--- config.mk ---
export PLATFORM = sky130hd
export DESIGN_NAME = dual_countdown_timer_flat
export DESIGN_NICKNAME = d
export VERILOG_FILES = /design/src/rtl/timer_pkg.sv /design/src/rtl/dual_countdown_timer_if.sv /design/src/rtl/countdown_channel.sv /design/src/rtl/dual_countdown_timer.sv /design/src/flat_wrapper.sv
export SDC_FILE = /design/constraint.sdc
export NUM_CORES = 1
export LEC_CHECK = 0
export ABC_AREA = 0
export CAP_MARGIN = 5
export CORE_UTILIZATION = 31
export DETAILED_ROUTE_END_ITERATION = 12
export GPL_TIMING_DRIVEN = 0
export PLACE_DENSITY = 0.53
export REMOVE_ABC_BUFFERS = 1
export SKIP_CTS_REPAIR_TIMING = 1
export SYNTH_ARGS = -nofsm -noshare
export SYNTH_HDL_FRONTEND = slang
export SYNTH_SLANG_ARGS = --single-unit
--- constraint.sdc ---
create_clock -name Clk -period 3 [get_ports Clk]
set_input_delay 0.3 -clock Clk [delete_from_list [all_inputs] [get_ports Clk]]
set_output_delay 0.3 -clock Clk [all_outputs]
set_load 0.1 [all_outputs]
--- src/rtl/timer_pkg.sv ---
// Shared types and defaults for the dual countdown timer.
// Holds the channel state enum and the default width and channel-1 divide ratio.
package timer_pkg;

  typedef enum logic {
    IDLE = 1'b0,
    RUN  = 1'b1
  } chan_state_t;

  localparam int DEF_WIDTH     = 64;
  localparam int DEF_PRESCALE1 = 4;

endpackage

--- src/rtl/dual_countdown_timer_if.sv ---
// Control and status bundle of the dual countdown timer.
// master drives En/Slt/Load/LoadValue/AutoReload; slave drives Count*/Busy*/Expired*.
interface dual_countdown_timer_if #(
  parameter int WIDTH = 64
);

  logic             En;
  logic             Slt;
  logic             Load;
  logic [WIDTH-1:0] LoadValue;
  logic             AutoReload;
  logic [WIDTH-1:0] Count0;
  logic [WIDTH-1:0] Count1;
  logic             Busy0;
  logic             Busy1;
  logic             Expired0;
  logic             Expired1;

  modport master (
    output En, Slt, Load, LoadValue, AutoReload,
    input  Count0, Count1, Busy0, Busy1,
    input  Expired0, Expired1
  );

  modport slave (
    input  En, Slt, Load, LoadValue, AutoReload,
    output Count0, Count1, Busy0, Busy1,
    output Expired0, Expired1
  );

endinterface

--- src/rtl/countdown_channel.sv ---
// One loadable down-counter with optional prescaler and auto-reload.
// Ports: Clk, Reset, Tick, Load, LoadValue, AutoReload in; Count, Busy, Expired out.
module countdown_channel
  import timer_pkg::*;
#(
  parameter int WIDTH    = DEF_WIDTH,
  parameter int PRESCALE = 1
) (
  input  logic             Clk,
  input  logic             Reset,
  input  logic             Tick,
  input  logic             Load,
  input  logic [WIDTH-1:0] LoadValue,
  input  logic             AutoReload,
  output logic [WIDTH-1:0] Count,
  output logic             Busy,
  output logic             Expired
);

  localparam int PW = (PRESCALE > 1) ? $clog2(PRESCALE) : 1;

  logic [WIDTH-1:0] r_count;
  logic [WIDTH-1:0] r_reload;
  logic             r_mode;
  logic             r_exp;
  logic [PW-1:0]    r_ps;
  chan_state_t      r_state;

  logic w_run;
  logic w_wrap;

  assign w_run  = Tick && (r_state == RUN);
  // With PRESCALE=1 the prescaler is stuck at 0 and wraps every tick.
  assign w_wrap = (r_ps == PW'(PRESCALE - 1));

  always_ff @(posedge Clk) begin
    if (Reset) begin
      r_count  <= '0;
      r_reload <= '0;
      r_mode   <= 1'b0;
      r_exp    <= 1'b0;
      r_ps     <= '0;
      r_state  <= IDLE;
    end else begin
      r_exp <= 1'b0;
      if (Load) begin
        r_count  <= LoadValue;
        r_reload <= LoadValue;
        r_mode   <= AutoReload;
        r_ps     <= '0;
        r_state  <= (LoadValue != '0) ? RUN : IDLE;
      end else if (w_run) begin
        r_ps <= w_wrap ? '0 : r_ps + PW'(1);
        if (w_wrap) begin
          // In RUN the count is never 0, so not-above-1 means terminal.
          if (r_count > WIDTH'(1)) begin
            r_count <= r_count - WIDTH'(1);
          end else if (r_mode) begin
            r_count <= r_reload;
            r_exp   <= 1'b1;
          end else begin
            r_count <= '0;
            r_state <= IDLE;
            r_exp   <= 1'b1;
          end
        end
      end
    end
  end

  assign Count   = r_count;
  assign Busy    = (r_state == RUN);
  assign Expired = r_exp;

endmodule

--- src/rtl/dual_countdown_timer.sv ---
// Two-channel countdown timer; Slt steers Load and counting to one channel.
// Ports: Clk, Reset plain; everything else through the slave side of bus.
module dual_countdown_timer
  import timer_pkg::*;
#(
  parameter int WIDTH     = DEF_WIDTH,
  parameter int PRESCALE1 = DEF_PRESCALE1
) (
  input  logic                  Clk,
  input  logic                  Reset,
  dual_countdown_timer_if.slave bus
);

  logic w_ld0;
  logic w_ld1;
  logic w_tk0;
  logic w_tk1;

  assign w_ld0 = bus.Load & ~bus.Slt;
  assign w_ld1 = bus.Load &  bus.Slt;
  // Load wins over a tick in the same cycle.
  assign w_tk0 = bus.En & ~bus.Load & ~bus.Slt;
  assign w_tk1 = bus.En & ~bus.Load &  bus.Slt;

  countdown_channel #(
    .WIDTH    (WIDTH),
    .PRESCALE (1)
  ) u_ch0 (
    .Clk        (Clk),
    .Reset      (Reset),
    .Tick       (w_tk0),
    .Load       (w_ld0),
    .LoadValue  (bus.LoadValue),
    .AutoReload (bus.AutoReload),
    .Count      (bus.Count0),
    .Busy       (bus.Busy0),
    .Expired    (bus.Expired0)
  );

  countdown_channel #(
    .WIDTH    (WIDTH),
    .PRESCALE (PRESCALE1)
  ) u_ch1 (
    .Clk        (Clk),
    .Reset      (Reset),
    .Tick       (w_tk1),
    .Load       (w_ld1),
    .LoadValue  (bus.LoadValue),
    .AutoReload (bus.AutoReload),
    .Count      (bus.Count1),
    .Busy       (bus.Busy1),
    .Expired    (bus.Expired1)
  );

endmodule

--- src/flat_wrapper.sv ---
// flat-port wrapper written by rule: the top's interface ports become plain ports
module dual_countdown_timer_flat import timer_pkg::*;
#(
  parameter int WIDTH     = DEF_WIDTH,
  parameter int PRESCALE1 = DEF_PRESCALE1
)
  (Clk, Reset, bus_En, bus_Slt, bus_Load, bus_LoadValue, bus_AutoReload, bus_Count0, bus_Count1, bus_Busy0, bus_Busy1, bus_Expired0, bus_Expired1);
  dual_countdown_timer_if #(.WIDTH(WIDTH)) bus_i ();
  input  logic Clk;
  input  logic Reset;
  input wire logic [$bits(bus_i.En)-1:0] bus_En;
  input wire logic [$bits(bus_i.Slt)-1:0] bus_Slt;
  input wire logic [$bits(bus_i.Load)-1:0] bus_Load;
  input wire logic [$bits(bus_i.LoadValue)-1:0] bus_LoadValue;
  input wire logic [$bits(bus_i.AutoReload)-1:0] bus_AutoReload;
  output wire logic [$bits(bus_i.Count0)-1:0] bus_Count0;
  output wire logic [$bits(bus_i.Count1)-1:0] bus_Count1;
  output wire logic [$bits(bus_i.Busy0)-1:0] bus_Busy0;
  output wire logic [$bits(bus_i.Busy1)-1:0] bus_Busy1;
  output wire logic [$bits(bus_i.Expired0)-1:0] bus_Expired0;
  output wire logic [$bits(bus_i.Expired1)-1:0] bus_Expired1;
  assign bus_i.En = bus_En;
  assign bus_i.Slt = bus_Slt;
  assign bus_i.Load = bus_Load;
  assign bus_i.LoadValue = bus_LoadValue;
  assign bus_i.AutoReload = bus_AutoReload;
  assign bus_Count0 = bus_i.Count0;
  assign bus_Count1 = bus_i.Count1;
  assign bus_Busy0 = bus_i.Busy0;
  assign bus_Busy1 = bus_i.Busy1;
  assign bus_Expired0 = bus_i.Expired0;
  assign bus_Expired1 = bus_i.Expired1;
  dual_countdown_timer #(.WIDTH(WIDTH), .PRESCALE1(PRESCALE1)) u_core (.Clk(Clk), .Reset(Reset), .bus(bus_i));
endmodule
==> run metrics <==
DRC violations left=0; Initial Utilization=0.3157; YS warnings=0; Core Region=roughly 45,000 µm²; most frequent cell after synthesis=nand2_1; Crit Path Category=reg -> reg; Hold Crit Depth=2; Slew Limit Fails=0; cell accounting for the most synthesized area=dfxtp_1; CP Data Arrival Time=3.39 ns; top cell type's share of synthesized area=0.3761; final setup TNS=0 ns; most frequently used flop master after synthesis=dfxtp_1; Synth Instances=1,836; ys async rst share=0; flops & latches, synth=~260; worst-path cell chain=or4_4, nor4_4, nand4_1, buf_6, buf_4, or4_4, a221oi_2, o32ai_1; Max Cap Viol=0; Highest Clock Rate=between 300 and 400 MHz; synth unique cells=80; GP Congestion=between 0.8 and 0.9; Placed Cells=around 2,500; top post-synthesis cells by count=nand2_1, dfxtp_1, a21oi_1, clkbuf_1, nor2_1; Setup WS post-layout=approximately 0.0043 ns; final period utilization=0.9986; Root Buffer Master=clkbuf_16; initial antenna violation count=1; Num CTS Buffers=34; CP delay by family, top=simple AND/OR/NAND/NOR gates; worst slew pin tran=between 1 and 1.5 ns; crit path max fanout=6; Clock Pin Slew Worst Setup and Hold Paths=approximately 0.060 ns; Clock Path Buffers=3; gr ovfl total=0; outcome=finished, final reports clean; Pwr per Cell Area=roughly 580 nW/µm²; RR Endpoint=u_core.u_ch0.Count[60]; Worst setup EP type=flip-flop; fin nets=about 2,100; number of global-route vias before repair=14,250; Critical Path Source Type=flip-flop; fin area=around 18,000 µm²; total iterations of the first detailed-routing run=7; Mapped Area=roughly 14,000 µm²; slowest cell delay on critical path=between 0.5 and 0.6 ns; number of flops mapped to enable cells by yosys=0; Finished Layout Cells=about 2,600; Critical Path Stages=8; first-pass GRT wire length=between 80,000 and 90,000 µm; Std-Cell Rows=77; Syn-to-layout area delta=31.43%; pin count of the biggest net entering global routing=approximately 150; drt total wl=60,010 µm; final hold violations=0; max_slew headroom=0.05792; FF-to-FF path depth=8; Post-DRT Antenna Nets=0; clock sink count=between 200 and 300; full die area=around 46,000 µm²; hold_sp=Reset; top cells by area, synth=dfxtp_1, nand2_1, a21oi_1; share of cells above drive strength 1=0.09956; vias per std cell=between 5 and 6; post-detailed-route wirelength per cell=22.90 µm; CTS tree=done; Pwr Total=0.01072 W; clk_lat worst skew=~0.53 ns; Crit Reg-Reg Startpoint=u_core.u_ch0.Count[9]; CTS H-tree depth=2; Endpoint, Worst Hold=u_core.u_ch0.r_reload[53]; placed cell area=about 17,000 µm²; ant diodes=0; I/O pins=202; Critical Path Source=u_core.u_ch0.Count[9]; Hold Crit Class=in -> reg; Max VDD drop=255.1 µV; Initial DRC Count=1,438; slowest CP cell=or4_4; pre-CTS setup slack=-1.784 ns; R2R Setup Slk=0.004 ns; die width=between 200 and 250 µm; post-synthesis sequential area ratio=0.3761; Syn Area/Cell=around 7.7 µm²; PortBufs=roughly 200; vias post-DR=15,360; Worst EP required=about 3.4 ns; CP Buf/Inv Count=2; Worst Clk Skew=between 0.02 and 0.025 ns; Post-DP HPWL=between 40,000 and 50,000 µm; final setup fails=0; most frequent CP cell=or4_4; die height=between 200 and 250 µm; total track usage=0.2494; P_leak=roughly 6.6 nW; Period minus WS final=2.996 ns
-- area by class of cell --
class	instances	area, µm²
Clock buffer	57	1091
Fill cell	4595	26040
Multi-Input combinational cell	1422	8498
Timing Repair inverter	1	5.005
Inverter	17	67.56
Tap cell	592	740.7
Sequential cell	264	5293
Timing Repair Buffer	265	2733
Clock inverter	3	42.54
-- kinds of logic (layout without fill, tap and decap cells) --
kind of cell               Yosys count  in the layout  synth area share
AOI/OAI and AO/OA                  517            517            0.2301
xor gates and xnor gates            86             86           0.05360
adders and majority gates            5              5          0.004452
buffers and inverters              150            343           0.04238
DFF                                264            264            0.3761
muxes                               21             21           0.01620
and+or+nand+nor                    793            793            0.2772
-- how the worst max path moves through the flow --
stage                                  end  slack (ns)
global placement    u_core.u_ch1.Count[41]      -11.93
global route        u_core.u_ch0.Count[60]       -0.05
finish              u_core.u_ch0.Count[60]       0.004
floorplan           u_core.u_ch0.Count[24]       -2.18
detailed placement  u_core.u_ch0.Count[20]       -1.78
CTS                 u_core.u_ch0.Count[18]       -1.26
-- layer usage --
layer,GRT usage,part of all wire
met1,0.3455,0.44
met2,0.3711,0.43
met3,0.04685,0.080
met4,0.1167,0.044
met5,0,0.00022
-- report_power, final --
group / leakage (nW) / internal [W] / switching, W
Clock: 0.552 / 0.00255 / 0.00162
Sequential: 2.16 / 0.00368 / 0.000231
Combinational: 3.88 / 0.000832 / 0.00180
Total: 6.60 / 0.00707 / 0.00365
-- through the flow --
step,util,hold WS [ns]
global placement,0.3656,0.4299
CTS,0.4010,0.3701
global route,0.4150,0.4453
floorplan,-,0.3691
detailed placement,0.3755,0.4418
finish,0.4150,0.3695
-- layout by cell type, fill, tap and decap left out, types with 41 or more instances in the layout --
master,instances
nor2_1,96
nand2_1,370
dfxtp_1,260
a21boi_0,60
clkdlybuf4s50_1,200
nor3_1,50
a21oi_1,249
nor4_1,58
xor2_1,41
xnor2_1,45
-- worst register-to-register path: cells and delay by family (launching register included) --
kind	cells	cell delay, ns
AOI/OAI and AO/OA	2	0.37
and+or+nand+nor	4	1.76
DFF	1	0.36
buffers and inverters	2	0.37
-- flip-flops by register name (all words and copies together) (netlist names) --
signal / count
u_core.u_ch1.r_ps: 2
u_core.u_ch1.r_mode: 1
u_core.u_ch1.r_reload: 64
u_core.u_ch0.r_reload: 64
u_core.u_ch0.Expired: 1
u_core.u_ch0.r_mode: 1
u_core.u_ch1.Count: 64
u_core.u_ch0.Count: 64
u_core.u_ch1.Expired: 1
u_core.u_ch1.Busy: 1
u_core.u_ch0.Busy: 1
No activity file was read; power rests on OpenSTA's default activity.
